## config.mk

```make
export PLATFORM = sky130hd
export DESIGN_NAME = hedios_tx_arbiter
export DESIGN_NICKNAME = d
export VERILOG_FILES = /design/src/rtl/hedios_pkg.sv /design/src/rtl/hedios_rr_picker.sv /design/src/rtl/hedios_tx_arbiter.sv
export SDC_FILE = /design/constraint.sdc
export NUM_CORES = 1
export LEC_CHECK = 0
export CAP_MARGIN = 0
export CORE_MARGIN = 2
export CORE_UTILIZATION = 38
export CTS_BUF_LIST = sky130_fd_sc_hd__clkbuf_4 sky130_fd_sc_hd__clkbuf_8
export DETAILED_ROUTE_END_ITERATION = 8
export PLACE_DENSITY = 0.81
export SYNTH_ARGS = -nofsm -noshare
export SYNTH_HDL_FRONTEND = slang
export SYNTH_SLANG_ARGS = --single-unit
```

## constraint.sdc

```tcl
create_clock -name clk -period 2.4 [get_ports clk]
set_input_delay 0.36 -clock clk [delete_from_list [all_inputs] [get_ports clk]]
set_output_delay 0.36 -clock clk [all_outputs]
set_load 0.005 [all_outputs]
```

## src/rtl/hedios_pkg.sv

```systemverilog
// Shared Hedios definitions: command codes, packet payload and TX arbiter state encoding.
package hedios_pkg;

  localparam logic [7:0] HDC_RESP   = 8'h01;
  localparam logic [7:0] HDC_LOG    = 8'h02;
  localparam logic [7:0] HDC_DONE   = 8'h03;
  localparam logic [7:0] HDC_ACTION = 8'h04;

  typedef struct packed {
    logic [7:0]  cmd;
    logic [31:0] data;
  } hedios_packet_t;

  typedef enum logic [1:0] {
    ARB_IDLE   = 2'd0,
    ARB_PUSH   = 2'd1,
    ARB_SETTLE = 2'd2
  } arb_state_t;

endpackage

```

## src/rtl/hedios_rr_picker.sv

```systemverilog
// Combinational round-robin picker: first set request after 'last', wrapping.
module hedios_rr_picker #(
  parameter int unsigned NUM_REQ = 4,
  parameter int unsigned IDX_W   = 2
) (
  input  logic [NUM_REQ-1:0] req,
  input  logic [IDX_W-1:0]   last,
  output logic               found,
  output logic [IDX_W-1:0]   idx
);

  logic [NUM_REQ-1:0] w_rot;
  logic [IDX_W-1:0]   w_off;
  int unsigned        w_base;

  // Rotate so the slot after 'last' sits at bit 0, find lowest set bit, then rotate back.
  always_comb begin
    w_base = (32'(last) + 32'd1) % NUM_REQ;
    w_rot  = '0;
    w_off  = '0;
    found  = 1'b0;
    for (int i = 0; i < NUM_REQ; i++) begin
      w_rot[i] = req[IDX_W'((32'(i) + w_base) % NUM_REQ)];
    end
    for (int i = NUM_REQ - 1; i >= 0; i--) begin
      if (w_rot[i]) begin
        found = 1'b1;
        w_off = IDX_W'(i);
      end
    end
    idx = IDX_W'((32'(w_off) + w_base) % NUM_REQ);
  end

endmodule

```

## src/rtl/hedios_tx_arbiter.sv

```systemverilog
// Round-robin arbiter feeding the single Hedios TX packet FIFO from NUM_REQ sources.
// Define HEDIOS_TX_ARB_PRIO0_EN to give source 0 strict priority over the round-robin ring.
module hedios_tx_arbiter
  import hedios_pkg::*;
#(
  parameter  int unsigned NUM_REQ = 4,
  localparam int unsigned IDX_W   = (NUM_REQ > 1) ? $clog2(NUM_REQ) : 1
) (
  input  logic                     clk,
  input  logic                     rst,
  input  logic [NUM_REQ-1:0]       req,
  input  logic [NUM_REQ-1:0][7:0]  req_command,
  input  logic [NUM_REQ-1:0][31:0] req_data,
  output logic [NUM_REQ-1:0]       ack,
  input  logic                     tx_full,
  output logic [7:0]               tx_command,
  output logic [31:0]              tx_data,
  output logic                     tx_push_packet,
  output logic [IDX_W-1:0]         grant_idx,
  output logic                     busy
);

  arb_state_t         r_state;
  arb_state_t         w_next_state;
  logic [IDX_W-1:0]   r_last;
  logic [IDX_W-1:0]   r_grant;
  hedios_packet_t     r_pkt;
  logic               r_push;
  logic [NUM_REQ-1:0] r_ack;
  logic               r_busy;

  logic [NUM_REQ-1:0] w_rr_req;
  logic               w_rr_found;
  logic [IDX_W-1:0]   w_rr_idx;
  logic               w_found;
  logic [IDX_W-1:0]   w_win;
  logic               w_upd_last;
  logic               w_take;
  logic               w_push_d;
  logic [NUM_REQ-1:0] w_ack_d;
  logic               w_busy_d;

  hedios_rr_picker #(
    .NUM_REQ (NUM_REQ),
    .IDX_W   (IDX_W)
  ) u_picker (
    .req   (w_rr_req),
    .last  (r_last),
    .found (w_rr_found),
    .idx   (w_rr_idx)
  );

`ifdef HEDIOS_TX_ARB_PRIO0_EN
  // Source 0 pre-empts the ring; the ring pointer only moves on grants to sources 1..N-1.
  always_comb begin
    w_rr_req   = req & ~NUM_REQ'(1);
    w_found    = req[0] | w_rr_found;
    w_win      = req[0] ? '0 : w_rr_idx;
    w_upd_last = ~req[0];
  end
`else
  always_comb begin
    w_rr_req   = req;
    w_found    = w_rr_found;
    w_win      = w_rr_idx;
    w_upd_last = 1'b1;
  end
`endif

  assign w_take = (r_state == ARB_IDLE) && w_found && !tx_full;

  always_ff @(posedge clk) begin
    if (rst) r_state <= ARB_IDLE;
    else     r_state <= w_next_state;
  end

  always_comb begin
    w_next_state = r_state;
    case (r_state)
      ARB_IDLE:   if (w_take) w_next_state = ARB_PUSH;
      ARB_PUSH:   w_next_state = ARB_SETTLE;
      ARB_SETTLE: w_next_state = ARB_IDLE;
      default:    w_next_state = ARB_IDLE;
    endcase
  end

  // Busy spans the latch decision through the settle cycle of the registered outputs.
  always_comb begin
    w_push_d = 1'b0;
    w_ack_d  = '0;
    w_busy_d = (r_state != ARB_IDLE) || (w_next_state != ARB_IDLE);
    if (r_state == ARB_PUSH) begin
      w_push_d = 1'b1;
      w_ack_d  = NUM_REQ'(1) << r_grant;
    end
  end

  always_ff @(posedge clk) begin
    if (rst) begin
      r_push <= 1'b0;
      r_ack  <= '0;
      r_busy <= 1'b0;
    end else begin
      r_push <= w_push_d;
      r_ack  <= w_ack_d;
      r_busy <= w_busy_d;
    end
  end

  // Packet is captured only on the IDLE decision; later req_* changes cannot reach the FIFO.
  always_ff @(posedge clk) begin
    if (rst) begin
      r_pkt   <= '0;
      r_grant <= '0;
      r_last  <= IDX_W'(NUM_REQ - 1);
    end else if (w_take) begin
      r_pkt.cmd  <= req_command[w_win];
      r_pkt.data <= req_data[w_win];
      r_grant    <= w_win;
      if (w_upd_last) r_last <= w_win;
    end
  end

  assign tx_command     = r_pkt.cmd;
  assign tx_data        = r_pkt.data;
  assign tx_push_packet = r_push;
  assign ack            = r_ack;
  assign grant_idx      = r_grant;
  assign busy           = r_busy;

endmodule

```

**Word level (Yosys, flattened, before mapping)**

Index checks and enable logic that the tools add are counted.

- Word-level logic and storage cells: 52
- Input port bits: 167
- Bits in registers: 52
- Output and inout port bits: 48

- Eq/ne operators: 1
- Order comparisons: 5
- Muxes and demuxes: 23
- Add/sub/neg operators: 5
- Reduce and logical (&&, ||, !) cells: 8
- Bitwise logic cells: 1
- Shift-type cells: 1

Operator list:

| kind | count |
|---|---|
| binary-select mux 32 bit (select 2 bit) | 1 |
| 2-to-1 mux 32 bit | 1 |
| binary-select mux 8 bit (select 2 bit) | 1 |
| less-than comparator 2 x 3 -> 1 bit (second input constant) | 5 |
| 2-to-1 mux 2 bit | 5 |
| 2-to-1 mux 1 bit | 9 |
| binary-select mux 1 bit (select 2 bit) | 4 |
| 2-to-1 mux 8 bit | 1 |
| adder 2 bit (first input constant) | 2 |
| case mux 2 bit (2 select lines) | 1 |
| nonzero test 2 bit | 2 |
| << shifter 1 x 2 -> 4 bit (first input constant) | 1 |
| adder 1 x 2 -> 2 bit (first input constant) | 1 |
| adder 2 x 1 -> 2 bit (second input constant) | 1 |
| adder 2 bit | 1 |
| equality test 2 x 1 -> 1 bit (second input constant) | 1 |
| logical AND 1 bit | 2 |
| logical NOT 2 bit | 1 |
| OR reduction 2 bit | 1 |
| logical NOT 1 bit | 1 |
| logical OR 1 bit | 1 |
| inverter 1 bit | 1 |

**Logic depth before layout (Yosys ltp)**

Gate-level depths: netlist of run 1.

- Depth in word-level cells: 14
- Depth in mapped cells: 12
- Depth with buffers taken out: 11

**Cells and area by module**

Synthesis of run 1 repeated with hierarchy kept, for this count alone.

- Cells, all modules: 200
- Area, all modules: 2771.4 µm²

Modules (own cells, without submodules):

| module | cells each | area each (µm²) | sequential area each (µm²) | times used |
|---|---|---|---|---|
| hedios_tx_arbiter | 175 | 2578.7 | 1041.0 | 1 |
| hedios_rr_picker | 25 | 192.7 | 0.0 | 1 |

**Worst setup path before layout of run 1**

No wires, ideal clock.

- Kind: input to register
- Start: input port req[1]
- End: register r_pkt (netlist bit tx_data[27])
- Path buffers: 3
- Stages on the path: 12
- Arrival time: 2.459 ns
- Slack: -0.191 ns
- Required time: 2.268 ns
- Setup time: 0.132 ns
- Path through: clkbuf_2 -> nor2_1 -> nor3_1 -> a21oi_1 -> o211ai_1 -> ha_1 -> buf_2 -> clkbuf_1 -> mux2i_1 -> nand3_1 -> mux2i_1 -> nor4_1

- Cells in the longest elaborated chain, start to end: 9
- Elaborated cells on any way between the ends: 21
- Those cells by class: add/sub: 1; mux: 18; reduce/logical: 2

RTL lines:

| item | RTL line | RTL |
|---|---|---|
| start, declared | hedios_tx_arbiter.sv:11 | `input logic [NUM_REQ-1:0] req,` |
| binary-select mux 1 bit (select 2 bit) | hedios_rr_picker.sv:23 | `w_rot[i] = req[IDX_W'((32'(i) + w_base) % NUM_REQ)];` |
| 2-to-1 mux 1 bit (implied by the code) | hedios_rr_picker.sv:23 |  |
| 2-to-1 mux 2 bit (3 in series) | hedios_rr_picker.sv:26 | `if (w_rot[i]) begin` |
| 2-to-1 mux 2 bit * | hedios_rr_picker.sv:26 |  |
| adder 2 bit * | hedios_rr_picker.sv:31 | `idx = IDX_W'((32'(w_off) + w_base) % NUM_REQ);` |
| net u_picker.idx[0] | hedios_rr_picker.sv:9 | `output logic [IDX_W-1:0] idx` |
| binary-select mux 32 bit (select 2 bit) * | hedios_tx_arbiter.sv:118 | `r_pkt.data <= req_data[w_win];` |
| 2-to-1 mux 32 bit (implied by the code) * | hedios_tx_arbiter.sv:118 |  |
| end, declared | hedios_tx_arbiter.sv:27 | `hedios_packet_t r_pkt;` |

The timed path passes the listed nets; every way through them passes the cells marked *. The select of a mux whose other input is x is not followed.
A chain may end at the register's enable or synchronous reset.

**Worst setup path in the final report of run 1**

- Start: register r_last[0]
- End: register r_pkt (netlist bit tx_data[11])

- Cells in the longest elaborated chain, start to end: 11
- Elaborated cells on any way between the ends: 25
- Those cells by class: add/sub: 5; mux: 18; reduce/logical: 2

RTL lines:

| item | RTL line | RTL |
|---|---|---|
| start, declared | hedios_tx_arbiter.sv:25 | `logic [IDX_W-1:0] r_last;` |
| start signal, assigned | hedios_tx_arbiter.sv:115 | `r_last <= IDX_W'(NUM_REQ - 1);` |
| start signal, assigned | hedios_tx_arbiter.sv:120 | `if (w_upd_last) r_last <= w_win;` |
| adder 2 x 1 -> 2 bit * | hedios_rr_picker.sv:18 | `w_base = (32'(last) + 32'd1) % NUM_REQ;` |
| adder 2 bit | hedios_rr_picker.sv:23 |  |
| binary-select mux 1 bit (select 2 bit) | hedios_rr_picker.sv:23 |  |
| 2-to-1 mux 1 bit (implied by the code) | hedios_rr_picker.sv:23 |  |
| 2-to-1 mux 2 bit (4 in series) | hedios_rr_picker.sv:26 |  |
| adder 2 bit | hedios_rr_picker.sv:31 |  |
| binary-select mux 32 bit (select 2 bit) | hedios_tx_arbiter.sv:118 |  |
| 2-to-1 mux 32 bit (implied by the code) | hedios_tx_arbiter.sv:118 |  |

Every way passes the cells marked *; elsewhere a longest branch is shown, timed or not. The select of a mux whose other input is x is not followed.

==> impl_metrics.csv, run 1 <==
group,metric,value,unit
sta,fmax,435.7,MHz
placed_design,io_buffers,214,
synth,syn-num-nets,734,
route,wl_per_cell,16.04,µm
grt,antenna_found_initial,0,
route,first_iter_violations,254,
die,dieArea,0.01230,mm²
sta,period_minus_slack,2.295,ns
layout,nNetsFinal,937,
layout,layout_commonest_cell,"clkdlybuf4s50_1",
synth,ys_seq_elements,51,
setup_path,critPathTopFamily,"simple AND/OR/NAND/NOR gates",
placed_design,hpwl,10.90,mm
route,routed-via-count,5119,
route,ant_nets,0,
grt,grtUsageTotal,0.2264,
setup_path,critPathLaunchType,"register",
setup_path,crit_path_end_kind,"register",
grt,grt_max_degree,49,
layout,final_cell_mix,"210 x clkdlybuf4s50_1, 121 x mux2i_1, 83 x nand3_1",
run_status,outcome,"finished clean",
route,drt-total-wl,14.65,mm
setup_path,max_stage_delay,0.39,ns
power,power.leakage,2.727,nW
route,drcViolationCount,0,
placed_design,post-place-cells,901,
die,num_rows,39,
layout,syn_to_final_growth,64.87,%
min_path,hp-class,"register to register",
setup_path,crit_required,2.61,ns
setup_path,crit_chain,"or2_4, o21ai_2, nand2_1, o211ai_1, ha_4, xnor2_4, xnor2_4, buf_6, nand3_1, mux2i_1, nor4_2",
layout,stdcell_count,913,
die,core_area,0.01127,mm²
power,peakVddDrop,0.0003528,V
route,first_pass_iters,5,
clocking,cts_max_path_buffers,2,
clocking,root_buffer,"clkbuf_8",
sta,finalSetupViolations,0,
sta,relSlewSlack,0.6583,
setup_path,path_max_fanout,37,
grt,grt_pass1_wl,23.74,mm
sta,period_share,0.9564,
synth,yosysWarningCount,0,
synth,synthFlopType,"dfxtp_1",
sta,drv_slew,0,
clocking,cts_hold_buf,0,
die,ios,215,
flow_run,max_cap_violations,0,
clocking,cts_buffers,5,
synth,async_flop_share,0,
setup_path,critical_path_class,"register to register",
synth,synth_edf_count,0,
setup_path,path_buf_inv,1,
clocking,cts_tree,"done",
synth,syn_inst,566,
grt,grt_overflow,0,
clocking,worstSkewPairLatency,0.31,ns
synth,syn_avg_cell_area,7.671,µm²
die,initial_utilization,0.3852,
layout,layout-drive-gt1-share,0.09610,
die,die_y,110.9,µm
clocking,clock_sinks,51,
die,fp.dieW,110.9,µm
sta,final.setup_skew,0.01696,ns
sta,final-hold-violation-count,0,
clocking,clk_pin_slew,0.11,ns
clocking,cts_max_level,2,
synth,synth.distinct_cells,33,
sta,setup_tns,0,ns
layout,diodes,0,
setup_path,crit_arrival,2.50,ns
synth,synth-seq-area-share,0.2352,
route,viasPerCell,5.607,
placed_design,globalplace.congestion,0.8225,
power,cellPowerDensity,570.4,mW/mm²
sta,worst_pin_slew,0.5110,ns
synth,netlist_area,0.004342,mm²
setup_path,timing.critical_path.mode_cell,"xnor2_4",
grt,grt_pass1_vias,5128,
setup_path,crit_slowest_cell,"dfxtp_4",
==> where the power goes <==
part           switching [mW]  internal [mW]  total, mW  leakage [nW]
Combinational            1.21           1.27       2.48          2.26
Sequential             0.0800          0.966       1.05         0.422
Clock                   0.319          0.237      0.556        0.0474
Total                    1.61           2.47       4.08          2.73
==> repair_timing <==
item | CTS | global route
cloned | 1 | 0
resized for setup | 7 | 18
buffers inserted | 4 | 0
endpoints found under the setup margin | 42 | 42
pin swaps | 11 | 16
==> synth_stat cells (all sizes together) (2+ instances only) <==
library cell	number	share of area
mux2i	121	0.28
o21ai	2	0.0023
buf	23	0.032
or2	2	0.0029
nor4	41	0.059
o21bai	39	0.067
nand2	45	0.039
dfxtp	51	0.24
o32ai	2	0.0058
nand3	83	0.096
nor2	12	0.010
clkbuf	40	0.035
inv	4	0.0035
nor3	81	0.093
a21oi	5	0.0058
xnor2	4	0.0081
==> stage by stage <==
step	total power, mW	area (µm²)	hold WS, ns	util	worst slack [ns]
after floorplan	2.414	4384	0.4548	-	0.003176
after global placement	3.367	6955	0.4610	0.6171	-0.3619
after detailed placement	3.453	6955	0.4726	0.6171	-0.4668
after CTS	4.090	7119	0.4966	0.6316	0.004087
after global routing	4.321	7158	0.5434	0.6350	-0.01748
final	4.083	7158	0.4960	0.6350	0.1047
==> worst paths after layout <==
check	depth (start not counted)	from	slack, ns	end
max	11	r_last[0]$_SDFFE_PP1P_	0.10	tx_data[11]$_SDFFE_PP0P_
min	1	grant_idx[0]$_SDFFE_PP0P_	0.50	ack[2]$_SDFF_PP0_
min reg2reg	1	grant_idx[0]$_SDFFE_PP0P_	0.50	ack[2]$_SDFF_PP0_
max reg2reg	11	r_last[0]$_SDFFE_PP1P_	0.10	tx_data[11]$_SDFFE_PP0P_
==> cell type report <==
| class | instances | area (µm²) |
|---|---|---|
| clock inverters | 2 | 16.27 |
| well taps | 143 | 178.9 |
| clock buffers | 6 | 82.58 |
| repair buffers | 259 | 2675 |
| flip-flops and latches | 51 | 1025 |
| fillers | 967 | 4114 |
| multi-input cells | 448 | 3166 |
| inverters | 4 | 15.01 |
==> state kept, by name (all words and copies together) (netlist names) <==
| signal | flops |
|---|---|
| tx_data | 32 |
| ack | 4 |
| grant_idx | 2 |
| r_state | 2 |
| tx_command | 8 |
| r_last | 2 |
| busy | 1 |
==> per-layer routing <==
layer | share of wire | vias up | wire, µm | global-route usage
met5 | 0 | - | 0 | 0
met4 | 0.012 | 0 | 183 | 0.05250
met3 | 0.054 | 17 | 798 | 0.04155
met2 | 0.52 | 189 | 7630 | 0.4160
met1 | 0.41 | 2420 | 6034 | 0.2731
li1 | - | 2493 | - | -
==> cells by family (layout without fill, tap and decap cells) <==
group                      after synthesis  count (layout)  synth area share
AOI/OAI and AO/OA                       55              55           0.09943
DFF                                     51              51            0.2352
and+or+nand+nor                        267             267            0.3052
adders and majority gates                1               1          0.002881
muxes                                  121             121            0.2790
buffers and inverters                   67             271           0.07031
xor gates and xnor gates                 4               4          0.008068
Note: power is estimated with default switching activity, not from simulation.
==> inputs of run 2 (changes only) <==
SLEW_MARGIN = 20   (was unset)
==> results of run 2 <==
No change in the layout: final DEF, timing and power equal those of run 1.
